## config.mk

```make
export PLATFORM = sky130hd
export DESIGN_NAME = fetch_unit
export DESIGN_NICKNAME = d
export VERILOG_FILES = /design/src/rtl/fetch_pkg.sv /design/src/rtl/fetch_queue.sv /design/src/rtl/fetch_unit.sv
export SDC_FILE = /design/constraint.sdc
export NUM_CORES = 1
export LEC_CHECK = 0
export ABC_AREA = 0
export CAP_MARGIN = 0
export CORE_ASPECT_RATIO = 0.6
export CORE_UTILIZATION = 50
export CTS_CLUSTER_SIZE = 16
export DETAILED_ROUTE_END_ITERATION = 8
export PLACE_DENSITY = 0.76
export SYNTH_ARGS = -nofsm -noshare
export SYNTH_HDL_FRONTEND = slang
export SYNTH_HIERARCHICAL = 1
export SYNTH_SLANG_ARGS = --single-unit
```

## constraint.sdc

```tcl
create_clock -name clk -period 2.9 [get_ports clk]
set_input_delay 0.87 -clock clk [delete_from_list [all_inputs] [get_ports clk]]
set_output_delay 0.87 -clock clk [all_outputs]
set_load 0.05 [all_outputs]
```

## src/rtl/fetch_pkg.sv

```systemverilog
// fetch_pkg: shared widths, state and queue entry types for the fetch front end
package fetch_pkg;
    localparam int INSTR_W = 32;
    localparam int XLEN = 32;
    localparam logic [XLEN-1:0] RESET_PC_DEF = '0;
    typedef enum logic {RUN, HALT} fetch_state_t;
    typedef struct packed {
        logic [XLEN-1:0] pc;
        logic [INSTR_W-1:0] instr;
    } fetch_entry_t;
endpackage

```

## src/rtl/fetch_queue.sv

```systemverilog
// fetch_queue: in-order FIFO of fetched {pc, instr} pairs with single-cycle flush
module fetch_queue
    import fetch_pkg::*;
#(
    parameter int DEPTH = 4,
    localparam int AW = $clog2(DEPTH)
) (
    input  logic         clk,
    input  logic         rst,
    input  logic         push,
    input  logic         pop,
    input  logic         flush,
    input  fetch_entry_t din,
    output logic [AW:0]  count,
    output logic         valid,
    output fetch_entry_t head
);
    fetch_entry_t mem [DEPTH];
    logic [AW-1:0] rd, wr;
    logic take;
    assign valid = count != '0;
    assign take = pop && valid;
    // head reads as zero when empty so the decode payload idles at its reset value
    assign head = valid ? mem[rd] : '0;
    always_ff @(posedge clk or posedge rst) begin
        if (rst) begin
            rd <= '0;
            wr <= '0;
            count <= '0;
        end else if (flush) begin
            rd <= '0;
            wr <= '0;
            count <= '0;
        end else begin
            if (push) wr <= wr + 1'b1;
            if (take) rd <= rd + 1'b1;
            count <= count + (AW+1)'(push) - (AW+1)'(take);
        end
    end
    always_ff @(posedge clk) begin
        if (push) mem[wr] <= din;
    end
endmodule

```

## src/rtl/fetch_unit.sv

```systemverilog
// fetch_unit: PC sequencer feeding instruction memory and a decode queue,
// with redirect handling and halt on zero word or PC past the end of memory.
module fetch_unit
    import fetch_pkg::*;
#(
    parameter logic [XLEN-1:0] RESET_PC = RESET_PC_DEF,
    parameter int MEM_BYTES = 1024,
    parameter int QDEPTH = 4
) (
    input  logic               clk,
    input  logic               rst,
    output logic [XLEN-1:0]    pc,
    input  logic [INSTR_W-1:0] imem_instr,
    input  logic               imem_stop,
    input  logic               redirect_valid,
    input  logic [XLEN-1:0]    redirect_pc,
    output logic               dec_valid,
    input  logic               dec_ready,
    output logic [XLEN-1:0]    dec_pc,
    output logic [INSTR_W-1:0] dec_instr,
    output logic               halted
);
    localparam int CW = $clog2(QDEPTH) + 1;
    localparam logic [XLEN-1:0] LAST_PC = XLEN'(MEM_BYTES - 4);
    localparam logic [CW:0] QD = (CW+1)'(QDEPTH);
    fetch_state_t state;
    logic resp_pending;
    logic [XLEN-1:0] resp_pc;
    logic [CW-1:0] count;
    logic [CW:0] occ;
    logic in_range, issue, stop, push;
    fetch_entry_t head;
    // queued plus in-flight entries must fit, so a response never meets a full queue
    assign occ = {1'b0, count} + {{CW{1'b0}}, resp_pending};
    assign in_range = pc <= LAST_PC;
    assign issue = state == RUN && !redirect_valid && occ < QD && in_range;
    assign stop = resp_pending && imem_stop;
    assign push = resp_pending && !imem_stop && !redirect_valid;
    assign halted = state == HALT;
    assign dec_pc = head.pc;
    assign dec_instr = head.instr;
    fetch_queue #(.DEPTH(QDEPTH)) u_queue (
        .clk(clk),
        .rst(rst),
        .push(push),
        .pop(dec_ready),
        .flush(redirect_valid),
        .din('{pc: resp_pc, instr: imem_instr}),
        .count(count),
        .valid(dec_valid),
        .head(head)
    );
    always_ff @(posedge clk or posedge rst) begin
        if (rst) begin
            state <= RUN;
            pc <= RESET_PC;
            resp_pending <= 1'b0;
            resp_pc <= '0;
        end else if (redirect_valid) begin
            state <= RUN;
            pc <= {redirect_pc[XLEN-1:2], 2'b00};
            resp_pending <= 1'b0;
        end else if (stop) begin
            state <= HALT;
            pc <= resp_pc;
            resp_pending <= 1'b0;
        end else begin
            resp_pending <= issue;
            if (issue) begin
                resp_pc <= pc;
                pc <= pc + XLEN'(4);
            end
            if (state == RUN && !in_range) state <= HALT;
        end
    end
endmodule

```

==> summary.md <==
| Metric | Value |
|---|---|
| Die span in y | 128 um |
| GRT Overall Usage | 0.221 |
| Cell taking the most area after synthesis | edfxtp_1 |
| Finished Core Util | 0.671 |
| Standard cell with the maximum stage delay on the critical path | dfrtp_4 |
| Worst Tran Pin Value | 872 ps |
| Htree depth | 1 |
| Top post-synthesis cells by count | edfxtp_1, and2_1, dfrtp_1 |
| Critical Path RT | 2030 ps |
| Vias after detailed routing | 7346 |
| Worst path buffer plus inverter count | 4 |
| Core Region | 25700 um^2 |
| Number of slew-limit violations in the final report | 0 |
| Cell Pwr Density | 955 nW/um^2 |
| Top delay family on crit path | buffers and inverters |
| Combined area of all synthesized cells | 13300 um^2 |
| Cell Rows | 45 |
| Final wirelength | 28900 um |
| Number of diodes | 0 |
| CP startpoint kind | flop |
| Leakage power of the design | 0.00618 uW |
| Post-placement setup slack | -40.6 ps |
| Worst IR drop on VDD | 0.950 mV |
| Clock tree from TritonCTS | done |
| Critical path class | reg2out |
| Count of flip-flops with a built-in enable after synthesis | 256 |
| Total of fill cells in the finished design | 1779 |
| Met3 usage in global routing | 0.0399 |
| Final-stage net count | 1029 |
| Antenna violations before repair | 0 |
| Final Power | 16400 uW |
| Maximum achievable frequency | 325 MHz |
| Share of the cycle needed by the critical path after routing | 1.06 |
| Leading cell types by total area after synthesis | edfxtp_1, dfrtp_1, mux4_2, and2_1, mux2i_1 |
| Crit path setup slack, layout | -176 ps |
| Maximum capacitance violations | 0 |
| Die W | 212 um |
| HPWL after DPL | 17700 um |
| # port buffers | 164 |
| Arrival time reported for the critical path endpoint | 2210 ps |
| Clock network latency to the later pin of the worst-skew pair | 560 ps |
| Most Frequent Cell on Critical Path | buf_12 |
| Grt total ovfl | 0 |
| Category of the worst setup path capture point | output port |
| Unrepaired setup endpoints after global routing | yes |
| Area of all sequential standard cells | 9520 um^2 |
| Failing checks | negative setup slack |
| Most used flip-flop cell after synthesis | edfxtp_1 |
| Maximum number of pins on one net before global-route repair | 72 |
| Clock period minus worst slack | 3080 ps |
| Fraction of final layout cells sized beyond drive strength 1 | 0.312 |
| Inserted Clock Buffers | 29 |
| Top fanout value on the critical path | 7 |
| Most frequently used cell type in the post-synthesis netlist | edfxtp_1 |
| Gate count of the mapped netlist | 754 |
| DR WL/cell | 21.8 um |
| Die ar. | 27200 um^2 |
| Max incr delay on CP | 490 ps |
| Initial standard-cell utilization of the core | 0.516 |
| Layout Area Growth over Synthesis | 29.9% |
| Vias per cell | 5.54 |
| Boundary Pins | 167 |
| Met1 routing resource usage after global routing | 0.327 |
| Run status | finished with violations |
| Slew Limit Headroom | 0.414 |
| Worst-case clock buffer depth | 3 |
| Met2 GRT Util | 0.349 |
| Number of sinks handled by clock tree synthesis | 329 |
| Final number of setup-violating endpoints | 64 |
| Area share of the largest cell type after synthesis | 0.580 |
| Number of nets in the synthesized netlist | 831 |
| Starting DRT DRC Count | 529 |
| Cell at the root of the clock tree | clkbuf_16 |
| Post-synthesis average cell area | 17.6 um^2 |
| Global-route wire length before repair | 44800 um |
| Via count of the first global-routing pass | 7674 |
| Number of different library cells in the post-synthesis netlist | 51 |
| Most congested layer reported by global routing | met2 |
| Non-Filler Instances | 1327 |
| Antenna-violating nets left | 0 |
| Async S/R FF share, synth | 0.222 |
| Multi-input combinational cell area | 3610 um^2 |
| Sequential fraction of the synthesis area | 0.718 |
| Warnings, synthesis | 6 |
| Worst Skew | 10.4 ps |
| Final weighted congestion in routability-driven placement | 0.837 |
| Register bit total from synthesis | 329 |
| Clock transition at the registers of the reported paths | 70 ps |
| Placed cell count | 1259 |
| Critical Path, Cell by Cell | buf_12 -> buf_12 -> buf_16 -> mux4_2 -> and2_4 -> buf_8 |
| Number of detailed-route iterations in the first pass | 4 |
| Hold violation count in the final report | 0 |
| Total negative slack | -8480 ps |
| Path class of the lowest-slack min-delay path | reg2reg |
| Remaining routing DRC violations | 0 |
## routing by layer
| metal | wire length, um | part of all wire |
|---|---|---|
| met1 | 13300 | 0.46 |
| met2 | 13500 | 0.47 |
| met3 | 1500 | 0.052 |
| met4 | 504 | 0.017 |
| met5 | 0 | 0 |
## layout by cell type, fill, tap and decap left out, drive strengths merged, types with 11 or more instances in the layout
| cell | instances |
|---|---|
| a21oi | 26 |
| clkinv | 11 |
| dfrtp | 73 |
| mux4 | 64 |
| mux2i | 15 |
| o21ai | 28 |
| clkbuf | 33 |
| inv | 12 |
| nand2 | 39 |
| and2 | 91 |
| mux2 | 11 |
| clkdlybuf4s50 | 98 |
| edfxtp | 256 |
| nor2 | 24 |
| buf | 110 |
## per-stage QoR
step           instance area (um^2)  hold slack [ps]
6_report                      17200              549
5_1_grt                       17200              562
4_1_cts                       17200              539
3_5_place_dp                  15700              524
3_3_place_gp                  15700              532
2_1_floorplan                 13300              484
## kinds of logic after synthesis
| group | Yosys count | share of synthesized area |
|---|---|---|
| xor+xnor | 11 | 0.00830 |
| compound gates | 78 | 0.0368 |
| flops | 329 | 0.718 |
| simple gates | 186 | 0.0779 |
| mux | 90 | 0.129 |
| fa+ha+maj | 8 | 0.00812 |
| buf+inv | 52 | 0.0220 |
## power by group
group          leakage, uW  switching, uW  total (uW)  internal [uW]
registers          0.00328            108        5240           5130
clock network     0.000498           1690        4090           2400
logic              0.00240           3870        7120           3250
total              0.00618           5670       16400          10800
## repair_timing
item / in CTS / in global routing
setup buffers: 10 / 1
gates resized for setup: 95 / 5
endpoints found under the setup margin: 65 / 64
hold buffers: 0 / 0
gates cloned: 4 / 0
pin swaps: 4 / 0
## flip-flops by register name, indices dropped and copies added, names as in the netlist
signal         count
resp_pending       1
u_queue/count      3
resp_pc           32
u_queue/wr         2
pc                32
halted             1
u_queue/rd         2
u_queue/mem      256
## cell type report
class                           count  share of cell area
Clock inverter                     21              0.0153
Timing Repair Buffer              209               0.151
Clock buffer                       33              0.0436
Tap cell                          352              0.0256
Sequential cell                   329               0.553
Multi-Input combinational cell    373               0.210
Inverter                           10             0.00218
## final timing paths
| check | startpoint | end | slack [ps] | cells after the start |
|---|---|---|---|---|
| min in group asynchronous | rst | u_queue/count[2] | 650 | 2 |
| worst min register to register | resp_pc[17] | u_queue/mem[2][49] | 550 | 0 |
| max in group asynchronous | rst | resp_pc[28] | 1740 | 3 |
| worst min-delay path | resp_pc[17] | u_queue/mem[2][49] | 550 | 0 |
| worst max-delay path | u_queue/rd[0] | dec_pc[30] | -180 | 6 |
| worst max register to register | pc[3] | pc[30] | 490 | 7 |
No activity file was read; power rests on OpenSTA's default activity.
